## src/rtl/branch_predictor.sv

```systemverilog
// branch_predictor
//   IF-stage next-PC predictor. A direct-mapped, tagged table holds one
//   target and one 2-bit saturating direction counter per entry. The
//   lookup is purely combinational from PC_IF. Training comes from branch
//   resolution in EX. A registered one-cycle Mispredict pulse with
//   Redirect_PC tells fetch where to restart.
//
// Ports
//   CLK, RSTn        clock (rising edge), asynchronous active-low reset
//   PC_IF            current fetch PC
//   PredTaken        lookup hit with counter in a taken state
//   PredTarget       predicted next fetch PC (stored target or PC_IF+4)
//   Upd_valid        EX resolved a branch/jump this cycle
//   Upd_PC           PC of the resolved instruction
//   Upd_taken        actual direction
//   Upd_target       actual taken target
//   Upd_predTaken    PredTaken carried down from IF
//   Upd_predTarget   PredTarget carried down from IF
//   Mispredict       registered redirect pulse
//   Redirect_PC      correct next PC, valid while Mispredict=1
module branch_predictor #(
    parameter int ENTRIES = 16,
    parameter int IDX_W   = 4
) (
    input  logic        CLK,
    input  logic        RSTn,
    input  logic [31:0] PC_IF,
    output logic        PredTaken,
    output logic [31:0] PredTarget,
    input  logic        Upd_valid,
    input  logic [31:0] Upd_PC,
    input  logic        Upd_taken,
    input  logic [31:0] Upd_target,
    input  logic        Upd_predTaken,
    input  logic [31:0] Upd_predTarget,
    output logic        Mispredict,
    output logic [31:0] Redirect_PC
);

    localparam int TAG_W = 32 - IDX_W - 2;

    localparam logic [1:0] CTR_SN = 2'b00;
    localparam logic [1:0] CTR_WN = 2'b01;
    localparam logic [1:0] CTR_WT = 2'b10;
    localparam logic [1:0] CTR_ST = 2'b11;

    // Table state
    logic [ENTRIES-1:0] valid_q, valid_d;
    logic [TAG_W-1:0]   tag_q    [ENTRIES];
    logic [TAG_W-1:0]   tag_d    [ENTRIES];
    logic [31:0]        target_q [ENTRIES];
    logic [31:0]        target_d [ENTRIES];
    logic [1:0]         ctr_q    [ENTRIES];
    logic [1:0]         ctr_d    [ENTRIES];

    // Registered redirect outputs
    logic        mispredict_q, mispredict_d;
    logic [31:0] redirect_pc_q, redirect_pc_d;

    // Lookup and update decode
    logic [IDX_W-1:0] lk_idx_s, up_idx_s;
    logic [TAG_W-1:0] lk_tag_s, up_tag_s;
    logic             lk_hit_s, up_hit_s, wrong_s;

    // Byte-offset bits of both PCs play no part in indexing or tagging
    logic unused_bits;
    assign unused_bits = ^{PC_IF[1:0], Upd_PC[1:0]};

    function automatic logic [1:0] ctr_inc(input logic [1:0] c);
        return (c == CTR_ST) ? CTR_ST : c + 2'd1;
    endfunction

    function automatic logic [1:0] ctr_dec(input logic [1:0] c);
        return (c == CTR_SN) ? CTR_SN : c - 2'd1;
    endfunction

    // Combinational lookup; during reset valid_q is already clear so it misses
    always_comb begin
        lk_idx_s   = PC_IF[IDX_W+1:2];
        lk_tag_s   = PC_IF[31:IDX_W+2];
        lk_hit_s   = valid_q[lk_idx_s] && (tag_q[lk_idx_s] == lk_tag_s);
        PredTaken  = lk_hit_s && ctr_q[lk_idx_s][1];
        if (PredTaken) begin
            PredTarget = target_q[lk_idx_s];
        end else begin
            PredTarget = PC_IF + 32'd4;
        end
    end

    // Next-state for the table and the redirect registers
    always_comb begin
        valid_d  = valid_q;
        tag_d    = tag_q;
        target_d = target_q;
        ctr_d    = ctr_q;
        up_idx_s = Upd_PC[IDX_W+1:2];
        up_tag_s = Upd_PC[31:IDX_W+2];
        up_hit_s = valid_q[up_idx_s] && (tag_q[up_idx_s] == up_tag_s);
        wrong_s  = (Upd_taken != Upd_predTaken) ||
                   (Upd_taken && (Upd_target != Upd_predTarget));
        mispredict_d  = 1'b0;
        redirect_pc_d = redirect_pc_q;
        if (Upd_valid) begin
            mispredict_d  = wrong_s;
            redirect_pc_d = Upd_taken ? Upd_target : (Upd_PC + 32'd4);
            case ({up_hit_s, Upd_taken})
                2'b11: begin
                    ctr_d[up_idx_s]    = ctr_inc(ctr_q[up_idx_s]);
                    target_d[up_idx_s] = Upd_target;
                end
                2'b10: begin
                    ctr_d[up_idx_s] = ctr_dec(ctr_q[up_idx_s]);
                end
                2'b01: begin
                    // Allocate over whatever occupies the slot
                    valid_d[up_idx_s]  = 1'b1;
                    tag_d[up_idx_s]    = up_tag_s;
                    target_d[up_idx_s] = Upd_target;
                    ctr_d[up_idx_s]    = CTR_WT;
                end
                default: begin
                    // Miss, not taken: nothing to learn
                end
            endcase
        end else begin
            mispredict_d = 1'b0;
        end
    end

    // State registers with asynchronous reset
    always_ff @(posedge CLK or negedge RSTn) begin
        if (!RSTn) begin
            valid_q       <= '0;
            mispredict_q  <= 1'b0;
            redirect_pc_q <= 32'd0;
            for (int i = 0; i < ENTRIES; i++) begin
                tag_q[i]    <= '0;
                target_q[i] <= 32'd0;
                ctr_q[i]    <= CTR_WN;
            end
        end else begin
            valid_q       <= valid_d;
            tag_q         <= tag_d;
            target_q      <= target_d;
            ctr_q         <= ctr_d;
            mispredict_q  <= mispredict_d;
            redirect_pc_q <= redirect_pc_d;
        end
    end

    assign Mispredict  = mispredict_q;
    assign Redirect_PC = redirect_pc_q;

endmodule

```

## config.mk

```make
export PLATFORM = sky130hd
export DESIGN_NAME = branch_predictor
export DESIGN_NICKNAME = d
export VERILOG_FILES = /design/src/rtl/branch_predictor.sv
export SDC_FILE = /design/constraint.sdc
export NUM_CORES = 2
export LEC_CHECK = 0
export ABC_AREA = 1
export BUFFER_PORTS_ARGS = -buffer_cell sky130_fd_sc_hd__buf_2
export CAP_MARGIN = 20
export CORE_AREA = 2 2 370 372
export CTS_CLUSTER_SIZE = 40
export DETAILED_ROUTE_END_ITERATION = 10
export DIE_AREA = 0 0 372 374
export PLACE_DENSITY = 0.65
export SLEW_MARGIN = 5
export SYNTH_ARGS = -nofsm -noshare
export SYNTH_HDL_FRONTEND = slang
export SYNTH_SLANG_ARGS = --single-unit
export TNS_END_PERCENT = 5
```

## constraint.sdc

```tcl
create_clock -name CLK -period 7.75 [get_ports CLK]
set_input_delay 1.1625 -clock CLK [delete_from_list [all_inputs] [get_ports CLK]]
set_output_delay 1.1625 -clock CLK [all_outputs]
set_load 0.01 [all_outputs]
```

==> flow_metrics.env <==
export IMPL_design_area_mm2=0.0597
export IMPL_hp_class="in -> async"
export IMPL_clockPowerShare=0.355
export IMPL_status="completed"
export IMPL_power_density_mw_per_mm2=255
export IMPL_r2r_start="tag_q[266]"
export IMPL_synth_seq_cells=1009
export IMPL_crit_path_start_kind="input pin"
export IMPL_worst_pin_slew_ns=1.14
export IMPL_ys_types=45
export IMPL_io_pins=199
export IMPL_core_mm2=0.135
export IMPL_drive_gt1_frac=0.0805
export IMPL_seq_area_frac_synth=0.470
export IMPL_grt_usage=0.296
export IMPL_dieHeight_um=374
export IMPL_post_route_min_period_ns=6.70
export IMPL_setup_viol=0
export IMPL_cts_tree="built"
export IMPL_end_kind="output pin"
export IMPL_dpl_hpwl_um=136000
export IMPL_ir_worst_vdd_mv=0.211
export IMPL_place_gp_congestion=1.01
export IMPL_cts_resized=0
export IMPL_gr_total_overflow=0
export IMPL_synth_top_area_cell="dfrtp_1"
export IMPL_sw_frac_of_total=0.319
export IMPL_synthCells=7364
export IMPL_hold_viol_final=0
export IMPL_drtPass1Iterations=8
export IMPL_power_switching_mw=4.86
export IMPL_drt_iter0_drc=7198
export IMPL_power_leakage_nw=27.8
export IMPL_htreeDepth=3
export IMPL_grt_first_pass_wirelength_um=312000
export IMPL_reg2reg_slack_ns=3.49
export IMPL_power_frac_comb=0.194
export IMPL_grt_max_degree=178
export IMPL_routedWlPerCell_um=23.1
export IMPL_clk_root_buffer_cell="clkbuf_16"
export IMPL_synth_fp_nets=7505
export IMPL_finClkSkew_ns=0.0545
export IMPL_synth_top_area_frac=0.462
export IMPL_reg2reg_to="ctr_q[14]"
export IMPL_place_area_mm2=0.0560
export IMPL_cts_setup_buffers=0
export IMPL_fp_row_count=135
export IMPL_syn_to_final_growth_pct=11.0
export IMPL_reg2reg_depth=20
export IMPL_port_buffers=198
export IMPL_path_class="in -> out"
export IMPL_ys_top_cells_by_area="dfrtp_1 (46%), nand2_1 (14%), o21ai_0 (13%), a21oi_1 (5.0%), inv_1 (4.3%)"
export IMPL_rsz0062_at_grt="no"
export IMPL_seqPwrFrac=0.451
export IMPL_finalSetupTns_ns=0
export IMPL_syn_area_per_cell_um2=7.31
export IMPL_ctsHoldBuffers=0
export IMPL_clk_pin_slew_ns=0.06
export IMPL_fin_crit_sh=0.864
export IMPL_worstPathRequired_ns=6.59
export IMPL_synth_edf_count=0
export IMPL_start_util=0.399
export IMPL_ant_nets=0
export IMPL_finalNetCount=7375
export IMPL_synth_area_mm2=0.0538
export IMPL_relSlewSlack=0.234
export IMPL_layout_commonest_cell="nand2_1"
export IMPL_cts_buffer_depth=3
export IMPL_final_util=0.442
export IMPL_final_cell_mix="nand2_1 (1,930), o21ai_0 (1,391), dfrtp_1 (993)"
export IMPL_dieArea_mm2=0.139
export IMPL_wl_um=210000
export IMPL_clk_insertion_delay_late_ns=0.79
export IMPL_cts_sinks=1009
export IMPL_die_x_um=372
export IMPL_internal_power_mw=10.4
export IMPL_synth_main_ff_cell="dfrtp_1"
export IMPL_cts_buffers=106
export IMPL_vias=52473
export IMPL_vias_per_cell=5.76
export IMPL_first_global_vias=48146
export IMPL_synth_warnings=0
export IMPL_crit_arrival_ns=5.53
export IMPL_antenna_found_initial=30
export IMPL_fmax_mhz=149
export IMPL_cp_max_fo=72
export IMPL_drc=0
export IMPL_async_flop_share=1.00
export IMPL_maxSlewViolCount=0
export IMPL_timing_max_cap_violations=0
-- per-stage QoR --
step | worst slack, ns | hold slack (ns) | power, mW | cells
after floorplan | 3.37 | 0.435 | 8.77 | 7364
after global placement | 1.41 | 0.447 | 9.74 | 8907
after detailed placement | 1.42 | 0.457 | 9.83 | 8907
after CTS | 1.41 | 0.448 | 15.2 | 9102
after global routing | 0.997 | 0.462 | 16.0 | 9113
final | 1.05 | 0.437 | 15.2 | 9114
-- cell usage after synthesis, types with 3 or more instances --
cell type	number
o211ai_1	96
nor2_1	487
clkinv_1	6
nand4_1	10
a21oi_1	535
ha_1	8
buf_1	28
clkbuf_1	399
a32o_1	6
a31oi_1	30
o22ai_1	48
inv_1	621
xnor2_1	8
nor3_1	37
a41oi_1	7
buf_6	16
o21ai_0	1391
a211oi_1	3
nor2_4	3
nand2_1	1949
a221oi_1	9
o221ai_1	22
inv_2	11
nor4_1	8
nor2_2	9
nand3_1	346
or2_2	8
dfstp_2	16
buf_2	105
o211a_1	4
dfrtp_1	993
o21ai_1	56
buf_4	19
a22oi_1	11
xor2_1	46
-- worst max-delay path: stages --
cell and delay (ns):
buf_8 0.33, clkinv_8 0.43, buf_4 0.45, nand2_1 0.13
nand3_1 0.07, nand2_1 0.13, nand2_1 0.06, nand2_1 0.07
inv_1 0.06, nand2_1 0.08, nand2_1 0.06, nand2_1 0.13
nand2_1 0.07, nor2_1 0.32, nand2_1 0.12, nor2_2 0.38
nand2_2 0.50, nand2_1 0.37, nand2_1 0.22, inv_1 0.09
buf_2 0.13
-- how the worst max path moves through the flow --
stage | from | to | cells after the start
floorplan | Upd_PC[3] | ctr_q[0] | 23
global placement | PC_IF[2] | PredTarget[17] | 19
detailed placement | PC_IF[2] | PredTarget[17] | 19
CTS | PC_IF[2] | PredTarget[17] | 19
global route | PC_IF[2] | PredTarget[17] | 19
finish | PC_IF[2] | PredTarget[12] | 21
-- metal layers --
layer  track usage  vias to the layer above  part of all wire
met5             0                        -           0.00082
met4         0.131                       30             0.049
met3        0.0894                      525              0.12
met2         0.428                     3089              0.42
met1         0.406                    25000              0.40
li1              -                    23829                 -
-- cell type report --
type | count | area [um^2]
Clock inverter | 37 | 513
Sequential cell | 1009 | 25300
Inverter | 639 | 2430
Tap cell | 1781 | 2230
Fill cell | 13536 | 75300
Multi-Input combinational cell | 5149 | 23800
Timing Repair Buffer | 329 | 2250
Clock buffer | 158 | 3140
Antenna cell | 12 | 30.0
-- registers in the layout, indices dropped and copies added, names as in the netlist --
name         count
Redirect_PC     32
target_q       512
tag_q          416
ctr_q           32
valid_q         16
Mispredict       1
-- kinds of logic after synthesis --
kind of cell	synth area share
xor+xnor	0.00879
flops	0.470
buf+inv	0.0902
fa+ha+maj	0.00186
simple gates	0.211
compound gates	0.218
-- power groups by stage --
stage	clock network, mW	registers, mW	logic, mW
global placement	0	6.90	2.83
finish	5.41	6.87	2.96
global route	5.66	6.99	3.35
floorplan	0	6.80	1.97
CTS	5.44	6.85	2.91
detailed placement	0	6.93	2.90
Power figures use the tool's default switching activity.
